<file path="src/rtl/storm_pio_loader.sv">
// STORM host program loader: toggle-handshake byte port in, 16-bit IRAM writes out.
// Holds the core in reset while loading and releases it on a RUN command.
module storm_pio_loader #(
  parameter int ADDR_W = 9,
  parameter int DATA_W = 16
) (
  input  logic              iClk,
  input  logic              iRst,
  input  logic              iStb,
  input  logic [1:0]        iCtrl,
  input  logic [7:0]        iPData,
  output logic              oAck,
  output logic [ADDR_W-1:0] oIRAM_Addr,
  output logic [DATA_W-1:0] oIRAM_Data,
  output logic              oIRAM_WE,
  output logic              oCoreRst,
  output logic [15:0]       oSum,
  output logic              oErr
);

  localparam logic [1:0] CMD_NOP  = 2'b00;
  localparam logic [1:0] CMD_ADDR = 2'b01;
  localparam logic [1:0] CMD_DATA = 2'b10;
  localparam logic [1:0] CMD_RUN  = 2'b11;

  typedef enum logic {ST_HALT = 1'b0, ST_RUN = 1'b1} state_t;

  state_t              state, state_nxt;
  logic                s1, s2, s3;
  logic [1:0]          prime_cnt, prime_cnt_nxt;
  logic                phase, phase_nxt;
  logic [7:0]          hold, hold_nxt;
  logic [1:0]          cmd_q, cmd_q_nxt;
  logic                ack_nxt;
  logic [ADDR_W-1:0]   addr_nxt;
  logic [DATA_W-1:0]   data_nxt;
  logic                we_nxt;
  logic [15:0]         sum_nxt;
  logic                err_nxt;
  logic                primed;
  logic                evt;
  logic [DATA_W-1:0]   word;

  assign primed   = (prime_cnt == 2'd3);
  assign evt      = primed & (s2 ^ s3);
  assign word     = {hold, iPData};
  assign oCoreRst = (state == ST_HALT);

  always_comb begin
    state_nxt     = state;
    prime_cnt_nxt = prime_cnt;
    phase_nxt     = phase;
    hold_nxt      = hold;
    cmd_q_nxt     = cmd_q;
    ack_nxt       = oAck;
    addr_nxt      = oIRAM_Addr;
    data_nxt      = oIRAM_Data;
    we_nxt        = 1'b0;
    sum_nxt       = oSum;
    err_nxt       = oErr;

    // The pointer advances on the edge that ends the write pulse.
    if (oIRAM_WE)
      addr_nxt = oIRAM_Addr + ADDR_W'(1);

    // Until the synchroniser holds real history, just mirror the strobe level.
    if (!primed) begin
      prime_cnt_nxt = prime_cnt + 2'd1;
      ack_nxt       = s2;
    end

    if (evt) begin
      ack_nxt = s2;
      case (iCtrl)
        CMD_NOP: begin
          phase_nxt = 1'b0;
          err_nxt   = 1'b0;
        end
        CMD_ADDR, CMD_DATA: begin
          if (state == ST_RUN) begin
            err_nxt   = 1'b1;
            phase_nxt = 1'b0;
          end else if (!phase) begin
            hold_nxt  = iPData;
            cmd_q_nxt = iCtrl;
            phase_nxt = 1'b1;
          end else if (iCtrl != cmd_q) begin
            err_nxt   = 1'b1;
            phase_nxt = 1'b0;
          end else if (iCtrl == CMD_ADDR) begin
            addr_nxt  = word[ADDR_W-1:0];
            phase_nxt = 1'b0;
          end else begin
            data_nxt  = word;
            we_nxt    = 1'b1;
            sum_nxt   = oSum + 16'(word);
            phase_nxt = 1'b0;
          end
        end
        default: begin
          // HALT is always honoured; RUN only from a clean HALT with no half pair.
          if (!iPData[0]) begin
            state_nxt = ST_HALT;
            sum_nxt   = 16'd0;
            phase_nxt = 1'b0;
          end else if (phase) begin
            err_nxt   = 1'b1;
            phase_nxt = 1'b0;
          end else if (state == ST_HALT) begin
            state_nxt = ST_RUN;
          end
        end
      endcase
    end
  end

  always_ff @(posedge iClk or posedge iRst) begin
    if (iRst) begin
      state      <= ST_HALT;
      s1         <= 1'b0;
      s2         <= 1'b0;
      s3         <= 1'b0;
      prime_cnt  <= 2'd0;
      phase      <= 1'b0;
      hold       <= 8'd0;
      cmd_q      <= CMD_NOP;
      oAck       <= 1'b0;
      oIRAM_Addr <= '0;
      oIRAM_Data <= '0;
      oIRAM_WE   <= 1'b0;
      oSum       <= 16'd0;
      oErr       <= 1'b0;
    end else begin
      state      <= state_nxt;
      s1         <= iStb;
      s2         <= s1;
      s3         <= s2;
      prime_cnt  <= prime_cnt_nxt;
      phase      <= phase_nxt;
      hold       <= hold_nxt;
      cmd_q      <= cmd_q_nxt;
      oAck       <= ack_nxt;
      oIRAM_Addr <= addr_nxt;
      oIRAM_Data <= data_nxt;
      oIRAM_WE   <= we_nxt;
      oSum       <= sum_nxt;
      oErr       <= err_nxt;
    end
  end

endmodule

</file>
<file path="config.mk">
export PLATFORM = sky130hd
export DESIGN_NAME = storm_pio_loader
export DESIGN_NICKNAME = d
export VERILOG_FILES = /design/src/rtl/storm_pio_loader.sv
export SDC_FILE = /design/constraint.sdc
export NUM_CORES = 1
export LEC_CHECK = 0
export CORE_ASPECT_RATIO = 1.25
export CORE_MARGIN = 2
export CORE_UTILIZATION = 50
export DETAILED_ROUTE_END_ITERATION = 6
export PLACE_DENSITY = 0.79
export SYNTH_ARGS = -nofsm -noshare
export SYNTH_HDL_FRONTEND = slang
export SYNTH_SLANG_ARGS = --single-unit
</file>
<file path="constraint.sdc">
create_clock -name iClk -period 3.52 [get_ports iClk]
set_input_delay 0.528 -clock iClk [delete_from_list [all_inputs] [get_ports iClk]]
set_output_delay 0.528 -clock iClk [all_outputs]
set_load 0.03 [all_outputs]
</file>
==> impl_metrics.py, run 1 <==
metrics = {
    "worst_setup_path": {
        "critPathLaunch": "iCtrl[0]",
        "cp_max_fo": 17,
        "r2r_start": "oSum[0]",
        "r2r_slack_ps": 1020,
        "endpoint_kind": "flop",
        "cp.required_ps": 3750,
        "cp-start-kind": "input pin",
        "critPathArrivalTime_ps": 3040,
        "r2r_cells": 9,
        "crit_type": "in2reg",
        "regToRegEndpoint": "oSum[10]",
    },
    "global_route": {
        "grt_pass1_vias": 2585,
        "track_usage_pct": 22.5,
        "grt_pass1_wl_um": 12600,
        "overflow": 0,
        "grt_max_degree": 37,
        "antenna_found_initial": 0,
    },
    "timing": {
        "post-route-period-util_pct": 79.8,
        "fin_ws_ps": 712,
        "setup_viol": 0,
        "tns_ps": 0,
        "timing.slew.headroom_pct": 62.0,
        "finClkSkew_ps": 10.7,
        "rsz0062_at_grt": "no",
        "worst_pin_slew_ps": 569,
        "finalHoldViolations": 0,
        "maxSlewViolCount": 0,
        "period_minus_slack_ps": 2810,
        "fmax_mhz": 356,
    },
    "worst_hold_path": {
        "hold_class": "reg2reg",
        "holdPathStages": 0,
        "holdPathEnd": "s2",
        "min-delay-start": "s1",
    },
    "final_layout": {
        "nets": 422,
        "synthToLayoutAreaGrowth_pct": 26.7,
        "final_common_cell": "dfrtp_1",
        "fin_cells": 480,
        "drive_gt1_share_pct": 14.8,
        "antennaDiodeCount": 0,
        "finalInstanceArea_mm2": 0.00427,
        "layout_common_cells": "dfrtp_1, clkdlybuf4s50_1, nand2_1, mux2_2, o21ai_0",
    },
    "power": {
        "p_leak_nw": 1.89,
        "powerDensity_mw_per_mm2": 907,
        "vdd_drop_max_uv": 419,
        "total_power_w": 0.00387,
    },
    "floorplanning": {
        "io_pins": 58,
        "die_area_mm2": 0.00741,
        "fp.dieH_um": 95.7,
        "row_count": 33,
        "core_mm2": 0.00652,
        "initial_core_util_pct": 51.6,
        "die_w_um": 77.4,
    },
    "synthesis": {
        "syn_avg_cell_area_um2": 10.4,
        "ys.flop_type": "dfrtp_1",
        "async_reset_ff_share_pct": 100,
        "synthCells": 324,
        "ys_warn_count": 0,
        "syn-cell-area_mm2": 0.00337,
        "synth_seq_area_share_pct": 45.3,
        "synth_cell_types": 48,
        "synth_fp_nets": 358,
        "synth_edf_count": 0,
        "yosys_register_bits": 61,
    },
    "placement": {
        "dpl_cell_area_mm2": 0.00404,
        "placed_cells": 464,
        "post-place-ws_ps": 367,
        "globalplace.congestion": 0.885,
        "post-dp-hpwl_um": 5920,
        "portBuffers": 57,
    },
    "detailed_routing": {
        "drc": 0,
        "vias_per_cell": 5.55,
        "vias": 2665,
        "route.met2.wl_um": 4060,
        "wl_met1_um": 3190,
        "drt.antenna.violating_nets": 0,
        "top_layer_used": "met4",
        "postRouteWirelength_um": 7840,
        "post_drt_wl_per_cell_um": 16.3,
        "drtPass1Iterations": 4,
        "drt_iter0_markers": 162,
        "wl_met3_um": 342,
    },
    "clocking": {
        "clk_pin_slew_ps": 70,
        "cts.path.max_buffers": 2,
        "ctsResizeCount": 0,
        "postCtsSetupRepairBufs": 0,
        "cts_tree": "built",
        "cts_buffers": 9,
        "h-tree-depth": 3,
        "cts_root_buffer": "clkbuf_8",
        "holdBufCountCts": 0,
        "cts_num_sinks": 61,
        "clk_latency_ps": 340,
    },
    "status": {
        "outcome": "finished, final reports clean",
    },
    "run": {
        "max_cap_viol_count": 0,
    },
}
[registers in the layout (all words and copies together) (netlist names), 2 cells and up]
signal      cells
cmd_q           2
hold            8
oIRAM_Addr      9
oIRAM_Data     16
oSum           16
prime_cnt       2
[kinds of logic after synthesis]
logic type	Yosys count	share of synthesized area [%]
compound gates	74	14.9
fa+ha+maj	21	8.03
simple gates	99	14.4
xor+xnor	21	5.46
mux	26	8.66
flops	61	45.3
buf+inv	22	3.27
[worst max-delay path by stage]
stage / slack [ps] / to / cells past startpoint
after floorplan: 1150 / oSum[10] / 9
after global placement: 440 / oSum[7] / 9
after detailed placement: 370 / oSum[7] / 9
after CTS: 710 / oSum[7] / 9
after global routing: 590 / oSum[7] / 10
final: 710 / oSum[7] / 9
[Yosys cell counts, types with 4 or more instances]
library cell	number	share of area, %
a21o_1	8	1.8
a21oi_1	19	2.8
buf_2	4	0.59
dfrtp_1	61	45
ha_1	20	7.4
inv_1	11	1.2
mux2_2	25	8.4
nand2_1	46	5.1
nand4_1	6	1.1
nor2_1	11	1.2
nor3_1	9	1.3
o21ai_0	21	3.1
o31ai_1	10	2.2
xnor2_1	7	1.8
xor2_1	14	3.6
[worst max-delay path, cell delays in order]
cell and delay (ps):
clkdlybuf4s50_1 540, inv_1 80, ha_1 470, nand2b_2 140, nor3_4 260, o2bb2a_4 200, or2_0 210, buf_4 210
a221o_2 390
[cell type report]
type                       count  area (um^2)
inverter                      11         41.3
timing repair buffer          64          636
sequential                    61         1530
clock buffer                  11          141
fill                         552         2260
clock inverter                 5         82.6
tap                           87          109
multi-input combinational    241         1730
[stage by stage]
step | util [%] | hold WS (ps)
6_report | 65.4 | 348
5_1_grt | 65.4 | 353
4_1_cts | 65.4 | 354
3_5_place_dp | 62.0 | 340
3_3_place_gp | 62.0 | 337
2_1_floorplan | - | 331
[layer usage]
layer | vias up | GRT usage, %
met1 | 1283 | 25.8
met3 | 21 | 5.53
li1 | 1290 | -
met2 | 71 | 40.1
met5 | - | 0
met4 | 0 | 10.3
[where the power goes]
group	switching, W	internal (W)	total, W
sequential	0.000242	0.000962	0.00120
clock	0.000279	0.000421	0.000700
combinational	0.00111	0.000857	0.00196
total	0.00163	0.00224	0.00387
Note: power is estimated with default switching activity, not from simulation.
==> run 2: changes to the inputs <==
==> constraint.sdc (replaced) <==
create_clock -name iClk -period 2.9 [get_ports iClk]
set_input_delay 0.435 -clock iClk [delete_from_list [all_inputs] [get_ports iClk]]
set_output_delay 0.435 -clock iClk [all_outputs]
set_load 0.03 [all_outputs]
==> run 2 against run 1 <==
  * Clock power rose by 8.9%
  * Sequential power rose by 23%
  * Worst setup slack got worse by 330 ps
  * First-iteration DRC count fell by 26%
  * Global-route usage rose by 1.2 points
  * Register-to-register slack got worse by 450 ps
  * Die area did not move
  * Largest cell class unchanged
==> impl_metrics.py, run 2 (synthesized netlist as in run 1, its figures left out) <==
metrics = {
    "status": {
        "outcome": "finished, final reports clean",
    },
    "timing": {
        "fmax_mhz": 397,
        "hold-worst-slack_ps": 355,
        "period_minus_slack_ps": 2520,
        "timing.slew.headroom_pct": 59.7,
        "post-route-period-util_pct": 86.9,
        "setup_viol": 0,
        "rsz0062_at_grt": "no",
        "maxSlewViolCount": 0,
        "tns_ps": 0,
        "finalHoldViolations": 0,
        "worst_pin_slew_ps": 604,
        "fin_ws_ps": 380,
        "finClkSkew_ps": 9.56,
    },
    "global_route": {
        "track_usage_pct": 23.7,
        "overflow": 0,
        "grt_max_degree": 36,
        "antenna_found_initial": 0,
        "grt_pass1_wl_um": 13200,
        "grt_pass1_vias": 2697,
    },
    "clocking": {
        "ctsResizeCount": 0,
        "cts_tree": "built",
        "clk_latency_ps": 350,
        "holdBufCountCts": 0,
        "cts.path.max_buffers": 2,
        "clk_pin_slew_ps": 70,
        "postCtsSetupRepairBufs": 0,
        "cts_root_buffer": "clkbuf_8",
        "h-tree-depth": 3,
        "cts_buffers": 9,
        "cts_num_sinks": 61,
    },
    "detailed_routing": {
        "drt_iter0_markers": 120,
        "vias_per_cell": 5.53,
        "postRouteWirelength_um": 8130,
        "drc": 0,
        "vias": 2703,
        "post_drt_wl_per_cell_um": 16.6,
        "drtPass1Iterations": 4,
        "drt.antenna.violating_nets": 0,
    },
    "final_layout": {
        "reg_top3": "oIRAM_Data x16, oSum x16, oIRAM_Addr x9",
        "synthToLayoutAreaGrowth_pct": 28.4,
        "antennaDiodeCount": 0,
        "drive_gt1_share_pct": 16.9,
        "nets": 431,
        "final_core_util_pct": 66.2,
        "layout_common_cells": "dfrtp_1, clkdlybuf4s50_1, nand2_1, mux2_2, o21ai_0",
        "final_common_cell": "dfrtp_1",
    },
    "worst_setup_path": {
        "crit_type": "in2reg",
        "cp-start-kind": "input pin",
        "max_stage_delay_ps": 520,
        "endpoint_kind": "flop",
        "cp_max_fo": 26,
        "crit_path_top_delay_cell": "clkdlybuf4s50_1",
        "cp_cell_sequence": "clkdlybuf4s50_1 > inv_1 > ha_1 > nand2b_2 > nor3_4 > o2bb2a_4 > or2_0 > buf_12 > a221o_2",
        "cp.required_ps": 3140,
        "cp_top_family": "buffers and inverters",
        "crit_buf_inv": 3,
        "critPathArrivalTime_ps": 2760,
    },
    "power": {
        "vdd_drop_max_uv": 586,
        "total_power_w": 0.00465,
        "p_leak_nw": 1.92,
        "powerDensity_mw_per_mm2": 1080,
    },
    "floorplanning": {
        "initial_core_util_pct": 51.6,
        "die_w_um": 77.4,
        "fp.dieH_um": 95.7,
        "row_count": 33,
        "io_pins": 58,
        "core_mm2": 0.00652,
        "die_area_mm2": 0.00741,
    },
    "placement": {
        "portBuffers": 57,
        "globalplace.congestion": 0.912,
        "post-dp-hpwl_um": 6120,
        "post-place-ws_ps": 10.1,
    },
    "worst_hold_path": {
        "hold_class": "reg2reg",
    },
    "run": {
        "max_cap_viol_count": 0,
    },
}
run 2: routing by layer:
| metal | share of wire, % | track usage (%) | vias to the layer above |
|---|---|---|---|
| li1 | - | - | 1309 |
| met1 | 41 | 27.0 | 1295 |
| met2 | 52 | 42.1 | 71 |
| met3 | 3.1 | 4.50 | 28 |
| met4 | 3.7 | 13.5 | 0 |
| met5 | 0 | 0 | - |
run 2: final timing paths:
kind,start,slack [ps],depth (start not counted),endpoint
min in group asynchronous,iRst,480,2,oIRAM_Data[6]
setup / recovery,iCtrl[1],380,9,oSum[7]
hold / removal,s1,360,0,s2
setup reg to reg,oSum[0],570,9,oSum[10]
max in group asynchronous,iRst,1820,3,oSum[6]
hold reg to reg,s1,360,0,s2
run 2: metrics by stage:
stage,cells,area [um^2]
after floorplan,324,3370
after global placement,473,4120
after detailed placement,473,4120
after CTS,489,4320
after global routing,489,4320
final,489,4320
run 2: power breakdown:
| part | switching (W) | internal [W] |
|---|---|---|
| registers | 0.000305 | 0.00117 |
| clock network | 0.000363 | 0.000398 |
| logic | 0.00135 | 0.00107 |
run 2: area by class of cell:
type	count	area [um^2]
Timing Repair Buffer	73	716
Sequential cell	61	1530
Tap cell	87	109
Multi-Input combinational cell	241	1730
Clock buffer	9	124
Clock inverter	7	75.1
Inverter	11	41.3
Fill cell	552	2200
==> run 3: changes to the inputs <==
--- a/config.mk
+++ b/config.mk
@@ -7,9 +7,9 @@
 export LEC_CHECK = 0
 export CORE_ASPECT_RATIO = 1.25
 export CORE_MARGIN = 2
-export CORE_UTILIZATION = 50
+export CORE_UTILIZATION = 35
 export DETAILED_ROUTE_END_ITERATION = 6
-export PLACE_DENSITY = 0.79
+export PLACE_DENSITY = 0.6
 export SYNTH_ARGS = -nofsm -noshare
 export SYNTH_HDL_FRONTEND = slang
 export SYNTH_SLANG_ARGS = --single-unit
==> constraint.sdc (replaced) <==
create_clock -name iClk -period 2.9 [get_ports iClk]
set_input_delay 0.435 -clock iClk [delete_from_list [all_inputs] [get_ports iClk]]
set_output_delay 0.435 -clock iClk [all_outputs]
set_load 0.02 [all_outputs]
==> run 3 against run 2 <==
  * Die area grew 41%
  * Via count grew 0.15%
  * Final area grew 5.3%
  * Total power grew 5.7%
  * Sequential share of layout area shrank 1.8 points
  * Final cell count grew 9.0%
  * Non-clock buffer count grew 5
  * Global-route usage shrank 7.1 points
  * Clock power grew 59%
  * Sequential power is essentially flat
  * Critical path type unchanged
==> impl_metrics.py, run 3 (synthesized netlist as in run 1, its figures left out) <==
metrics = {
    "floorplanning": {
        "core_mm2": 0.00951,
        "die_area_mm2": 0.0104,
        "fp.dieH_um": 114,
        "initial_core_util_pct": 35.4,
        "die_w_um": 91.7,
        "io_pins": 58,
        "row_count": 40,
    },
    "detailed_routing": {
        "post_drt_wl_per_cell_um": 15.7,
        "drt_iter0_markers": 156,
        "drt.antenna.violating_nets": 0,
        "vias_per_cell": 5.08,
        "postRouteWirelength_um": 8390,
        "vias": 2707,
        "drtPass1Iterations": 4,
        "drc": 0,
    },
    "final_layout": {
        "layout_common_cells": "dfrtp_1, clkdlybuf4s50_1, nand2_1, mux2_2, o21ai_0",
        "antennaDiodeCount": 0,
        "reg_top3": "oIRAM_Data x16, oSum x16, oIRAM_Addr x9",
        "drive_gt1_share_pct": 17.7,
        "finalInstanceArea_mm2": 0.00455,
        "nets": 436,
        "final_common_cell": "dfrtp_1",
        "synthToLayoutAreaGrowth_pct": 35.1,
    },
    "timing": {
        "finalHoldViolations": 0,
        "timing.slew.headroom_pct": 60.7,
        "finClkSkew_ps": 7.27,
        "tns_ps": 0,
        "period_minus_slack_ps": 2570,
        "hold-worst-slack_ps": 350,
        "setup_viol": 0,
        "worst_pin_slew_ps": 589,
        "post-route-period-util_pct": 88.5,
        "fmax_mhz": 390,
        "fin_ws_ps": 334,
        "maxSlewViolCount": 0,
        "rsz0062_at_grt": "no",
    },
    "clocking": {
        "cts_tree": "built",
        "cts_num_sinks": 61,
        "postCtsSetupRepairBufs": 0,
        "holdBufCountCts": 0,
        "cts_buffers": 9,
        "cts.path.max_buffers": 2,
        "clk_pin_slew_ps": 50,
        "ctsResizeCount": 0,
        "cts_root_buffer": "clkbuf_16",
        "clk_latency_ps": 320,
        "h-tree-depth": 3,
    },
    "worst_setup_path": {
        "cp_cell_sequence": "clkdlybuf4s50_1 > ha_1 > inv_1 > fa_1 > nand2b_1 > a21o_1 > a211oi_1 > buf_4 > o21ai_0 > nor3b_1 > mux2_2",
        "r2r_cells": 10,
        "crit_path_top_delay_cell": "clkdlybuf4s50_1",
        "cp-start-kind": "input pin",
        "critPathArrivalTime_ps": 2770,
        "crit_type": "in2reg",
        "regToRegEndpoint": "oSum[10]",
        "cp.required_ps": 3110,
        "cp_max_fo": 3,
        "endpoint_kind": "flop",
        "r2r_slack_ps": 580,
        "max_stage_delay_ps": 510,
        "r2r_start": "oSum[0]",
    },
    "placement": {
        "dpl_cell_area_mm2": 0.00421,
        "post-place-ws_ps": 31.4,
        "globalplace.congestion": 0.845,
        "post-dp-hpwl_um": 6280,
        "portBuffers": 57,
    },
    "worst_hold_path": {
        "min-delay-start": "s1",
        "hold_class": "reg2reg",
        "holdPathStages": 0,
        "holdPathEnd": "s2",
    },
    "global_route": {
        "use_met2_pct": 29.8,
        "grt_pass1_vias": 2741,
        "met1_usage_pct": 19.4,
        "track_usage_pct": 16.6,
        "grt_pass1_wl_um": 13600,
        "busiest_layer": "met2",
        "grt_max_degree": 62,
        "antenna_found_initial": 0,
        "gr-usage-met3_pct": 3.50,
        "overflow": 0,
    },
    "power": {
        "p_leak_nw": 2.02,
        "vdd_drop_max_uv": 415,
        "powerDensity_mw_per_mm2": 1080,
    },
    "run": {
        "max_cap_viol_count": 0,
    },
    "status": {
        "outcome": "finished, final reports clean",
    },
}
run 3: per-stage QoR:
step / total power (W) / cells / util, %
CTS: 0.00496 / 533 / 47.8
floorplan: 0.00285 / 324 / -
global route: 0.00524 / 533 / 47.8
global placement: 0.00368 / 517 / 44.3
detailed placement: 0.00372 / 517 / 44.3
finish: 0.00492 / 533 / 47.8
run 3: worst max-delay path, delay by kind of cell:
kind / cells / cell delay [ps]
AND/OR/NAND/NOR: 2 / 320
buffers and inverters: 3 / 720
multiplexers: 1 / 270
adder cells (fa/ha/maj): 2 / 540
AO/OA/AOI/OAI: 3 / 470
run 3: area by class of cell:
class                           instances  area (um^2)
Timing Repair Buffer                   78          753
Sequential cell                        61         1530
Multi-Input combinational cell        241         1730
Tap cell                              126          158
Clock buffer                           10          229
Fill cell                             893         4960
Clock inverter                          6          111
Inverter                               11         41.3
run 3: power by group:
part           internal [W]  switching (W)
sequential          0.00117       0.000306
combinational       0.00107        0.00116
clock              0.000839       0.000374
run 3: worst max path at each step:
stage / cells past startpoint / endpoint / from
floorplan: 9 / oSum[10] / oSum[0]
global placement: 11 / oSum[10] / iPData[0]
detailed placement: 11 / oSum[10] / iPData[0]
CTS: 11 / oSum[10] / iPData[0]
global route: 11 / oSum[10] / iPData[0]
finish: 11 / oSum[10] / iPData[0]
run 3: metal layers:
metal / vias to the layer above / routed length (um)
li1: 1313 / -
met1: 1319 / 3470
met2: 64 / 4410
met3: 11 / 334
met4: 0 / 171
met5: - / 0
